**src/rtl/sipo_rx_if.sv**
```systemverilog
// sipo_rx_if: serial-in / word-out bundle between a bit source (master) and sipo_rx (slave).
interface sipo_rx_if #(parameter int SIZE = 8);
  logic            data_in;
  logic            enable_in;
  logic            ready_in;
  logic [SIZE-1:0] data_out;
  logic            valid_out;
  logic            busy_out;
  logic            overrun_out;
  modport master (output data_in, enable_in, ready_in, input data_out, valid_out, busy_out, overrun_out);
  modport slave  (input data_in, enable_in, ready_in, output data_out, valid_out, busy_out, overrun_out);
endinterface

```
**src/rtl/sipo_rx.sv**
```systemverilog
// sipo_rx: serial-to-parallel receiver with valid/ready word output and sticky overrun.
// Define SIPO_RX_LSB_FIRST_EN for LSB-first bit order (default MSB-first).
module sipo_rx #(
  parameter int SIZE = 8
) (
  input logic   clk_in,
  input logic   reset_in,
  sipo_rx_if.slave bus
);
  localparam int CW = $clog2(SIZE);
  localparam logic [0:0] IDLE = 1'b0, SHIFT = 1'b1;
  logic [0:0]      state_q, state_d;
  logic [CW-1:0]   cnt_q, cnt_d;
  logic [SIZE-2:0] shift_q, shift_d;
  logic [SIZE-1:0] data_q, data_d, word;
  logic            valid_q, valid_d, busy_q, ovr_q, ovr_d, last, load;
`ifdef SIPO_RX_LSB_FIRST_EN
  assign word    = {bus.data_in, shift_q};
  assign shift_d = bus.enable_in ? word[SIZE-1:1] : shift_q;
`else
  assign word    = {shift_q, bus.data_in};
  assign shift_d = bus.enable_in ? word[SIZE-2:0] : shift_q;
`endif
  // a completed word is dropped only when the previous one is still held and not taken now
  always_comb begin
    last    = bus.enable_in && state_q == SHIFT && cnt_q == CW'(SIZE - 1);
    load    = last && (!valid_q || bus.ready_in);
    state_d = bus.enable_in ? SHIFT : IDLE;
    cnt_d   = (!bus.enable_in || last) ? '0 : cnt_q + 1'b1;
    data_d  = load ? word : data_q;
    valid_d = load || (valid_q && !bus.ready_in);
    ovr_d   = ovr_q || (last && valid_q && !bus.ready_in);
  end
  always_ff @(posedge clk_in) begin
    if (reset_in) begin
      state_q <= IDLE;
      cnt_q   <= '0;
      shift_q <= '0;
      data_q  <= '0;
      valid_q <= 1'b0;
      busy_q  <= 1'b0;
      ovr_q   <= 1'b0;
    end else begin
      state_q <= state_d;
      cnt_q   <= cnt_d;
      shift_q <= shift_d;
      data_q  <= data_d;
      valid_q <= valid_d;
      busy_q  <= cnt_d != '0;
      ovr_q   <= ovr_d;
    end
  end
  assign bus.data_out    = data_q;
  assign bus.valid_out   = valid_q;
  assign bus.busy_out    = busy_q;
  assign bus.overrun_out = ovr_q;
endmodule

```
**src/flat_wrapper.sv**
```systemverilog
// flat-port wrapper written by rule: the top's interface ports become plain ports
module sipo_rx_flat 
#(
  parameter int SIZE = 8
)
  (clk_in, reset_in, bus_data_in, bus_enable_in, bus_ready_in, bus_data_out, bus_valid_out, bus_busy_out, bus_overrun_out);
  sipo_rx_if #(.SIZE(SIZE)) bus_i ();
  input logic clk_in;
  input logic reset_in;
  input wire logic [$bits(bus_i.data_in)-1:0] bus_data_in;
  input wire logic [$bits(bus_i.enable_in)-1:0] bus_enable_in;
  input wire logic [$bits(bus_i.ready_in)-1:0] bus_ready_in;
  output wire logic [$bits(bus_i.data_out)-1:0] bus_data_out;
  output wire logic [$bits(bus_i.valid_out)-1:0] bus_valid_out;
  output wire logic [$bits(bus_i.busy_out)-1:0] bus_busy_out;
  output wire logic [$bits(bus_i.overrun_out)-1:0] bus_overrun_out;
  assign bus_i.data_in = bus_data_in;
  assign bus_i.enable_in = bus_enable_in;
  assign bus_i.ready_in = bus_ready_in;
  assign bus_data_out = bus_i.data_out;
  assign bus_valid_out = bus_i.valid_out;
  assign bus_busy_out = bus_i.busy_out;
  assign bus_overrun_out = bus_i.overrun_out;
  sipo_rx #(.SIZE(SIZE)) u_core (.clk_in(clk_in), .reset_in(reset_in), .bus(bus_i));
endmodule
```
**config.mk**
```make
export PLATFORM = sky130hd
export DESIGN_NAME = sipo_rx_flat
export DESIGN_NICKNAME = d
export VERILOG_FILES = /design/src/rtl/sipo_rx_if.sv /design/src/rtl/sipo_rx.sv /design/src/flat_wrapper.sv
export SDC_FILE = /design/constraint.sdc
export NUM_CORES = 1
export LEC_CHECK = 0
export BUFFER_PORTS_ARGS = -buffer_cell sky130_fd_sc_hd__buf_2
export CAP_MARGIN = 20
export CORE_UTILIZATION = 55
export DETAILED_ROUTE_END_ITERATION = 16
export GPL_TIMING_DRIVEN = 0
export PLACE_DENSITY = 0.81
export SLEW_MARGIN = 20
export SYNTH_ARGS = -nofsm -noshare
export SYNTH_HDL_FRONTEND = slang
export SYNTH_SLANG_ARGS = --single-unit
```
**constraint.sdc**
```tcl
create_clock -name clk_in -period 2.3 [get_ports clk_in]
set_input_delay 0.115 -clock clk_in [delete_from_list [all_inputs] [get_ports clk_in]]
set_output_delay 0.115 -clock clk_in [all_outputs]
set_load 0.05 [all_outputs]
```
==> results.sh, run 1 <==
export IMPL_port_buffers=15
export IMPL_outcome="complete, no violations"
export IMPL_grtUsageTotal=0.174
export IMPL_grt_ovfl_total=0
export IMPL_grt_pass1_wl_um=2280
export IMPL_dp_cells=110
export IMPL_syn2layout_area_growth_pct=15.1
export IMPL_critPathMaxFanout=8
export IMPL_yosys_top_cells_area="dfxtp_1, mux2i_1, nand2b_1, nor2_1, ha_1"
export IMPL_worst_slack_ns=0.890
export IMPL_synth_top_cell_area_share=0.511
export IMPL_hold_viol=0
export IMPL_first_pass_iters=3
export IMPL_maxCapViolations=0
export IMPL_yosysSeqAreaShare=0.511
export IMPL_ant_nets=0
export IMPL_tritoncts="yes"
export IMPL_rsz0062_at_grt="no"
export IMPL_vias=577
export IMPL_period_share=0.613
export IMPL_path_cells="ha_1 -> ha_1 -> nand2_2 -> nor3b_2 -> buf_6 -> mux2i_1"
export IMPL_final_common_cell="dfxtp_1"
export IMPL_grt_pass1_vias=519
export IMPL_initial_core_util=0.624
export IMPL_worst_pin_slew_ns=0.394
export IMPL_nets=107
export IMPL_yosysTopAreaCell="dfxtp_1"
export IMPL_crit_type="flip-flop to flip-flop"
export IMPL_die_h_um=41.6
export IMPL_io_pins=16
export IMPL_leakagePower_nw=0.432
export IMPL_setup_viol=0
export IMPL_cts_resized=0
export IMPL_fmax_mhz=709
export IMPL_slowest_stage="dfxtp_1"
export IMPL_drt_wl_total_um=1300
export IMPL_drc_errors=0
export IMPL_fin_util=0.718
export IMPL_synth_seq_cells=22
export IMPL_grt_max_degree=13
export IMPL_gp_congestion=0.689
export IMPL_synth_nets=87
export IMPL_vias_per_cell=5.06
export IMPL_drive_gt1_frac=0.263
export IMPL_cp_common_cell="ha_1"
export IMPL_min_period_ns=1.41
export IMPL_dp_hpwl_um=984
export IMPL_tns_ns=0
export IMPL_powerDensity_mw_per_mm2=639
export IMPL_post_cts_buffers=0
export IMPL_synth_ff_type="dfxtp_1"
export IMPL_die_w_um=41.6
export IMPL_crit_required_ns=2.54
export IMPL_drtIter0Drc=6
export IMPL_syn_avg_cell_area_um2=10.8
export IMPL_num_rows=13
export IMPL_clock_path_buffers=2
export IMPL_hold_path_class="primary input to flip-flop"
export IMPL_ctsRootBufferMaster="clkbuf_4"
export IMPL_die_area_mm2=0.00173
export IMPL_h_tree_depth=1
export IMPL_skew_ns=0.000973
export IMPL_hold_buffers=0
export IMPL_worstPathArrival_ns=1.65
export IMPL_syn_cell_area_um2=862
export IMPL_place_ws_ns=0.895
export IMPL_antenna_found_initial=0
export IMPL_final_cells=114
export IMPL_slew_viol_final=0
export IMPL_cts_sinks=22
export IMPL_synth_cell_types=17
export IMPL_cts_made_buffers=3
export IMPL_slew_headroom=0.737
export IMPL_antenna_cells=0
export IMPL_synth_cells=80
export IMPL_async_reset_ff_frac=0
export IMPL_critPathMaxStageDelay_ns=0.37
export IMPL_core_area_mm2=0.00138
export IMPL_startpoint_type="flip-flop"
export IMPL_clock_latency_ns=0.30
export IMPL_final_cell_mix="dfxtp_1, nand2b_1, mux2i_1, buf_2, nor2_1"
export IMPL_clk_transition_reported_paths_ns=0.12
export IMPL_drt_wirelength_per_cell_um=11.4
export IMPL_end_kind="flip-flop"
export IMPL_ir_drop_mv=0.386
export IMPL_synth_edf_count=0
export IMPL_yosysWarnings=0
export IMPL_fin_total_pwr_uw=634
export IMPL_fill_cells=107
power breakdown:
| part | switching (mW) | total (mW) | internal, mW |
|---|---|---|---|
| sequential | 0.00377 | 0.391 | 0.387 |
| clock | 0.110 | 0.207 | 0.0965 |
| combinational | 0.0204 | 0.0367 | 0.0163 |
metrics by stage:
stage / instance area [um2] / hold WS, ns
finish: 992 / 0.0881
detailed placement: 956 / 0.412
CTS: 992 / 0.0828
global route: 992 / 0.107
floorplan: 862 / 0.262
global placement: 956 / 0.378
area by class of cell:
| type | instances | area (um2) | area share |
|---|---|---|---|
| Buffer | 4 | 26.3 | 0.0265 |
| Clock buffer | 4 | 36.3 | 0.0366 |
| Sequential cell | 22 | 440 | 0.444 |
| Timing Repair Buffer | 15 | 75.1 | 0.0757 |
| Multi-Input combinational cell | 54 | 395 | 0.398 |
| Tap cell | 15 | 18.8 | 0.0189 |
worst max-delay path: cells and delay by family, from the launching register on:
family,cells,cell delay [ns]
simple gates,2,0.27
buf+inv,1,0.17
fa+ha+maj,2,0.35
flops,1,0.37
mux,1,0.18
cells by family after synthesis:
logic type	count (synthesis)	share of synthesized area
AO/OA/AOI/OAI	3	0.0232
adder cells (fa/ha/maj)	2	0.0290
buffers and inverters	4	0.0305
flip-flops	22	0.511
multiplexers	15	0.174
AND/OR/NAND/NOR	34	0.232
layer usage:
metal / global-route usage / vias to the layer above / part of all wire
li1: - / 303 / -
met1: 0.214 / 261 / 0.47
met2: 0.288 / 9 / 0.49
met3: 0.0391 / 4 / 0.024
met4: 0.0774 / 0 / 0.016
met5: 0 / - / 0
state kept, by name, summed over array words and instances (netlist names):
register                cells
u_core.shift_q              7
u_core.bus.valid_out        1
u_core.state_q              1
u_core.bus.data_out         8
u_core.bus.busy_out         1
u_core.bus.overrun_out      1
u_core.cnt_q                3
synth_stat cells (all sizes together), types with 2 or more instances:
library cell / instances
and3: 2
clkbuf: 2
dfxtp: 22
nand2: 2
ha: 2
mux2i: 15
nor2: 11
buf: 2
nand2b: 16
worst paths after layout:
path | cells past startpoint | to | slack, ns | from
worst min register to register | 1 | u_core.cnt_q[0] | 0.45 | u_core.cnt_q[0]
worst max register to register | 6 | u_core.bus.data_out[2] | 0.89 | u_core.cnt_q[0]
worst max-delay path | 6 | u_core.bus.data_out[2] | 0.89 | u_core.cnt_q[0]
worst min-delay path | 3 | u_core.bus.data_out[0] | 0.09 | bus_data_in
Power figures use the tool's default switching activity.
==> run 2: changes to the inputs <==
Settings changed: CORE_UTILIZATION 55 to 52, PLACE_DENSITY 0.81 to 0.77.
Clock period 2.3 ns to 1.4 ns, I/O delays scaled along.
==> run 2 against run 1 <==
  * Cell area is 4.3% higher
  * Sequential share of layout area down 1.6 points
  * Maximum frequency rose by 7.3%
  * Die area grew 5.5%
  * Utilization fell by 3.9 points
  * Global-route usage increased by 0.86 points
  * Flip-flop and latch count is the same
  * Combinational power grew 76%
  * Cell count up 2.6%
  * Largest cell class unchanged
==> results.sh, run 2 (synthesis gave the netlist of run 1 again) <==
export IMPL_outcome="complete, no violations"
export IMPL_grt_ovfl_total=0
export IMPL_hold_buffers=0
export IMPL_grtUsageTotal=0.182
export IMPL_hold_depth=3
export IMPL_end_kind="flip-flop"
export IMPL_worstPathArrival_ns=1.56
export IMPL_initial_core_util=0.566
export IMPL_worst_pin_slew_ns=0.407
export IMPL_drt_wirelength_per_cell_um=11.8
export IMPL_clock_latency_ns=0.31
export IMPL_powerDensity_mw_per_mm2=957
export IMPL_die_w_um=42.7
export IMPL_drtIter0Drc=12
export IMPL_cts_sinks=22
export IMPL_ant_nets=0
export IMPL_syn2layout_area_growth_pct=20.0
export IMPL_largest_register_ffs=8
export IMPL_clk_transition_reported_paths_ns=0.11
export IMPL_antenna_found_initial=0
export IMPL_final_cells=117
export IMPL_final_common_cell="dfxtp_1"
export IMPL_critPathMaxFanout=8
export IMPL_tritoncts="yes"
export IMPL_fin_util=0.679
export IMPL_dp_cells=111
export IMPL_drive_gt1_frac=0.317
export IMPL_vias=596
export IMPL_ctsRootBufferMaster="clkbuf_4"
export IMPL_clock_path_buffers=2
export IMPL_cts_made_buffers=3
export IMPL_dp_hpwl_um=978
export IMPL_num_rows=14
export IMPL_port_buffers=15
export IMPL_antenna_cells=0
export IMPL_fill_cells=132
export IMPL_drt_wl_total_um=1390
export IMPL_final_area_mm2=0.00103
export IMPL_core_area_mm2=0.00152
export IMPL_slew_headroom=0.729
export IMPL_io_pins=16
export IMPL_rsz0062_at_grt="yes"
export IMPL_place_ws_ns=-0.0320
export IMPL_setup_viol=0
export IMPL_grt_pass1_wl_um=2460
export IMPL_hold_viol=0
export IMPL_h_tree_depth=1
export IMPL_startpoint_type="flip-flop"
export IMPL_dpl_instance_area_um2=957
export IMPL_hold_path_class="primary input to flip-flop"
export IMPL_slew_viol_final=0
export IMPL_worst_slack_ns=0.0866
export IMPL_ir_drop_mv=0.781
export IMPL_maxCapViolations=0
export IMPL_final_cell_mix="dfxtp_1, nand2b_1, mux2i_1, buf_2, nor2_1"
export IMPL_rr_worst_depth=6
export IMPL_grt_pass1_vias=586
export IMPL_leakagePower_nw=0.448
export IMPL_period_share=0.938
export IMPL_fin_total_pwr_uw=990
export IMPL_skew_ns=0.00245
export IMPL_drc_errors=0
export IMPL_die_area_mm2=0.00182
export IMPL_vias_per_cell=5.09
export IMPL_die_h_um=42.7
export IMPL_nets=110
export IMPL_gp_congestion=0.728
export IMPL_grt_max_degree=12
export IMPL_crit_type="flip-flop to flip-flop"
export IMPL_crit_required_ns=1.65
export IMPL_fmax_mhz=761
export IMPL_min_period_ns=1.31
export IMPL_first_pass_iters=4
-- run 2: where the power goes --
group | internal (mW) | switching [mW]
clock | 0.101 | 0.182
combinational | 0.0301 | 0.0344
sequential | 0.636 | 0.00757
-- run 2: layer usage --
metal	vias to the layer above	global-route usage	part of all wire
li1	306	-	-
met1	274	0.217	0.46
met2	11	0.306	0.48
met3	5	0.0383	0.032
met4	0	0.0938	0.027
met5	-	0	0
-- run 2: timing repair --
item | CTS | global route
setup buffers | 1 | 2
resized for setup | 2 | 5
setup endpoints to repair | 8 | 8
pin swaps | 0 | 3
-- run 2: layout make-up --
cell class / count / area [um2] / share of cell area
Multi-Input combinational cell: 54 / 425 / 0.411
Tap cell: 16 / 20.0 / 0.0193
Buffer: 4 / 26.3 / 0.0254
Clock buffer: 3 / 22.5 / 0.0218
Timing Repair Buffer: 18 / 97.6 / 0.0943
Sequential cell: 22 / 443 / 0.428
-- run 2: through the flow --
| step | TNS, ns | hold slack (ns) |
|---|---|---|
| after global routing | -0.0180 | 0.0738 |
| final | 0 | 0.0320 |
| after CTS | 0 | 0.0313 |
| after floorplan | 0 | 0.217 |
| after detailed placement | -0.178 | 0.360 |
| after global placement | 0 | 0.334 |
-- run 2: worst paths after layout --
path,startpoint,to,slack [ns]
worst max-delay path,u_core.cnt_q[1],u_core.bus.data_out[2],0.09
worst min-delay path,bus_data_in,u_core.bus.data_out[0],0.03
worst max register to register,u_core.cnt_q[1],u_core.bus.data_out[2],0.09
worst min register to register,u_core.bus.data_out[6],u_core.bus.data_out[6],0.48
-- run 2: worst max-delay path, stage by stage, from the launching register on --
cell and delay (ns):
dfxtp_2 0.36, ha_4 0.14, ha_4 0.15, nand2_4 0.05, nor3b_2 0.19, buf_6 0.18
mux2i_1 0.18
==> run 3: changes to the inputs <==
Settings changed: REMOVE_ABC_BUFFERS set to 1.
==> run 3 against run 2 <==
  * Clock power is 21% higher
  * Setup slack worse by 0.0011 ns
  * Die area stayed put
  * Sequential power hardly changed
  * Power is 5.4% higher
  * Non-clock buffer count is 2 lower
  * First-iteration DRC count is 83% lower
  * Cell area is 1.7% higher
  * Critical path depth stayed put
  * Largest cell class unchanged
  * Largest power group unchanged
  * Highest routed layer unchanged
==> results.sh, run 3 (synthesis gave the netlist of run 1 again) <==
export IMPL_place_ws_ns=-0.468
export IMPL_largest_register_ffs=8
export IMPL_first_pass_iters=2
export IMPL_grt_pass1_wl_um=2390
export IMPL_port_buffers=15
export IMPL_die_area_mm2=0.00182
export IMPL_final_common_cell="dfxtp_1"
export IMPL_leakagePower_nw=0.454
export IMPL_critPathMaxStageDelay_ns=0.38
export IMPL_powerDensity_mw_per_mm2=993
export IMPL_nets=108
export IMPL_fmax_mhz=761
export IMPL_clock_path_buffers=2
export IMPL_skew_ns=0.00175
export IMPL_worst_pin_slew_ns=0.345
export IMPL_fin_util=0.690
export IMPL_top_layer_used="met4"
export IMPL_rsz0062_at_grt="no"
export IMPL_slowest_stage="dfxtp_4"
export IMPL_final_cell_mix="dfxtp_1, nand2b_1, mux2i_1, buf_2, nor2_1"
export IMPL_cts_made_buffers=3
export IMPL_wl_met3_um=43
export IMPL_dr_wl_met2_um=649
export IMPL_dp_hpwl_um=883
export IMPL_cp_common_cell="ha_4"
export IMPL_drtIter0Drc=2
export IMPL_cts_sinks=22
export IMPL_final_area_mm2=0.00105
export IMPL_maxCapViolations=0
export IMPL_hold_viol=0
export IMPL_hold_ws_ns=0.0130
export IMPL_grt_ovfl_total=0
export IMPL_num_rows=14
export IMPL_ant_nets=0
export IMPL_period_share=0.939
export IMPL_critPathMaxFanout=4
export IMPL_ctsRootBufferMaster="clkbuf_4"
export IMPL_die_w_um=42.7
export IMPL_ir_drop_mv=0.780
export IMPL_wl_met1_um=590
export IMPL_die_h_um=42.7
export IMPL_slew_viol_final=0
export IMPL_grt_max_degree=27
export IMPL_drc_errors=0
export IMPL_end_kind="flip-flop"
export IMPL_core_area_mm2=0.00152
export IMPL_initial_core_util=0.566
export IMPL_dpl_instance_area_um2=931
export IMPL_drive_gt1_frac=0.320
export IMPL_setup_viol=0
export IMPL_antenna_found_initial=0
export IMPL_crit_required_ns=1.64
export IMPL_hold_path_class="primary input to flip-flop"
export IMPL_tritoncts="yes"
export IMPL_grt_pass1_vias=579
export IMPL_path_cells="ha_4 -> ha_4 -> nand2_4 -> nor3b_4 -> buf_6 -> mux2i_1"
export IMPL_drt_wl_total_um=1330
export IMPL_worst_slack_ns=0.0855
export IMPL_gp_congestion=0.700
export IMPL_min_period_ns=1.31
export IMPL_drt_wirelength_per_cell_um=11.5
export IMPL_h_tree_depth=1
export IMPL_io_pins=16
export IMPL_crit_type="flip-flop to flip-flop"
export IMPL_outcome="complete, no violations"
export IMPL_syn2layout_area_growth_pct=22.1
export IMPL_worstPathArrival_ns=1.56
export IMPL_vias_per_cell=5.15
export IMPL_startpoint_type="flip-flop"
export IMPL_slew_headroom=0.770
export IMPL_clk_transition_reported_paths_ns=0.11
export IMPL_vias=597
export IMPL_antenna_cells=0
export IMPL_grtUsageTotal=0.185
export IMPL_clock_latency_ns=0.31
run 3: cell count changes in the layout (fill, tap and decap cells not counted), sizes merged:
cell | previous run | this run
clkbuf | 5 | 4
run 3: path summary, 6_finish.rpt:
kind | from | endpoint | slack [ns] | depth (start not counted)
max | u_core.cnt_q[0] | u_core.bus.data_out[2] | 0.09 | 6
min | bus_data_in | u_core.shift_q[0] | 0.01 | 3
max reg2reg | u_core.cnt_q[0] | u_core.bus.data_out[2] | 0.09 | 6
min reg2reg | u_core.bus.data_out[5] | u_core.bus.data_out[5] | 0.48 | 2
run 3: final cells by class:
class | instances | area (um2)
flip-flops and latches | 22 | 444
clock buffers | 4 | 36.3
repair buffers | 20 | 120
multi-input cells | 54 | 432
well taps | 16 | 20.0
fillers | 112 | 472
run 3: metal layers:
| metal | track usage | up-vias |
|---|---|---|
| met1 | 0.201 | 277 |
| met5 | 0 | - |
| li1 | - | 305 |
| met3 | 0.0681 | 5 |
| met2 | 0.288 | 10 |
| met4 | 0.144 | 0 |
run 3: report_power, final:
group	leakage (nW)	internal, mW	total, mW	switching (mW)
Sequential	0.179	0.635	0.642	0.00763
Clock	0.0210	0.159	0.343	0.184
Combinational	0.254	0.0275	0.0590	0.0314
run 3: what timing repair did:
action / in CTS / in global routing
endpoints found under the setup margin: 8 / 8
buffers inserted: 3 / 2
hold buffers: 0 / 0
resized for setup: 9 / 1
cloned: 0 / 0
pin swaps: 2 / 2
run 3: metrics by stage:
step           std cells  setup TNS, ns  power [mW]
5_1_grt              116              0        1.09
3_5_place_dp         107          -3.69       0.710
2_1_floorplan         76          -1.34       0.685
3_3_place_gp         107          -3.24       0.709
4_1_cts              114              0        1.05
6_report             116              0        1.04
run 3: critical path, delay by kind of cell (launching register included):
| kind | cells | cell delay [ns] |
|---|---|---|
| flops | 1 | 0.38 |
| fa+ha+maj | 2 | 0.27 |
| simple gates | 2 | 0.27 |
| mux | 1 | 0.17 |
| buf+inv | 1 | 0.16 |
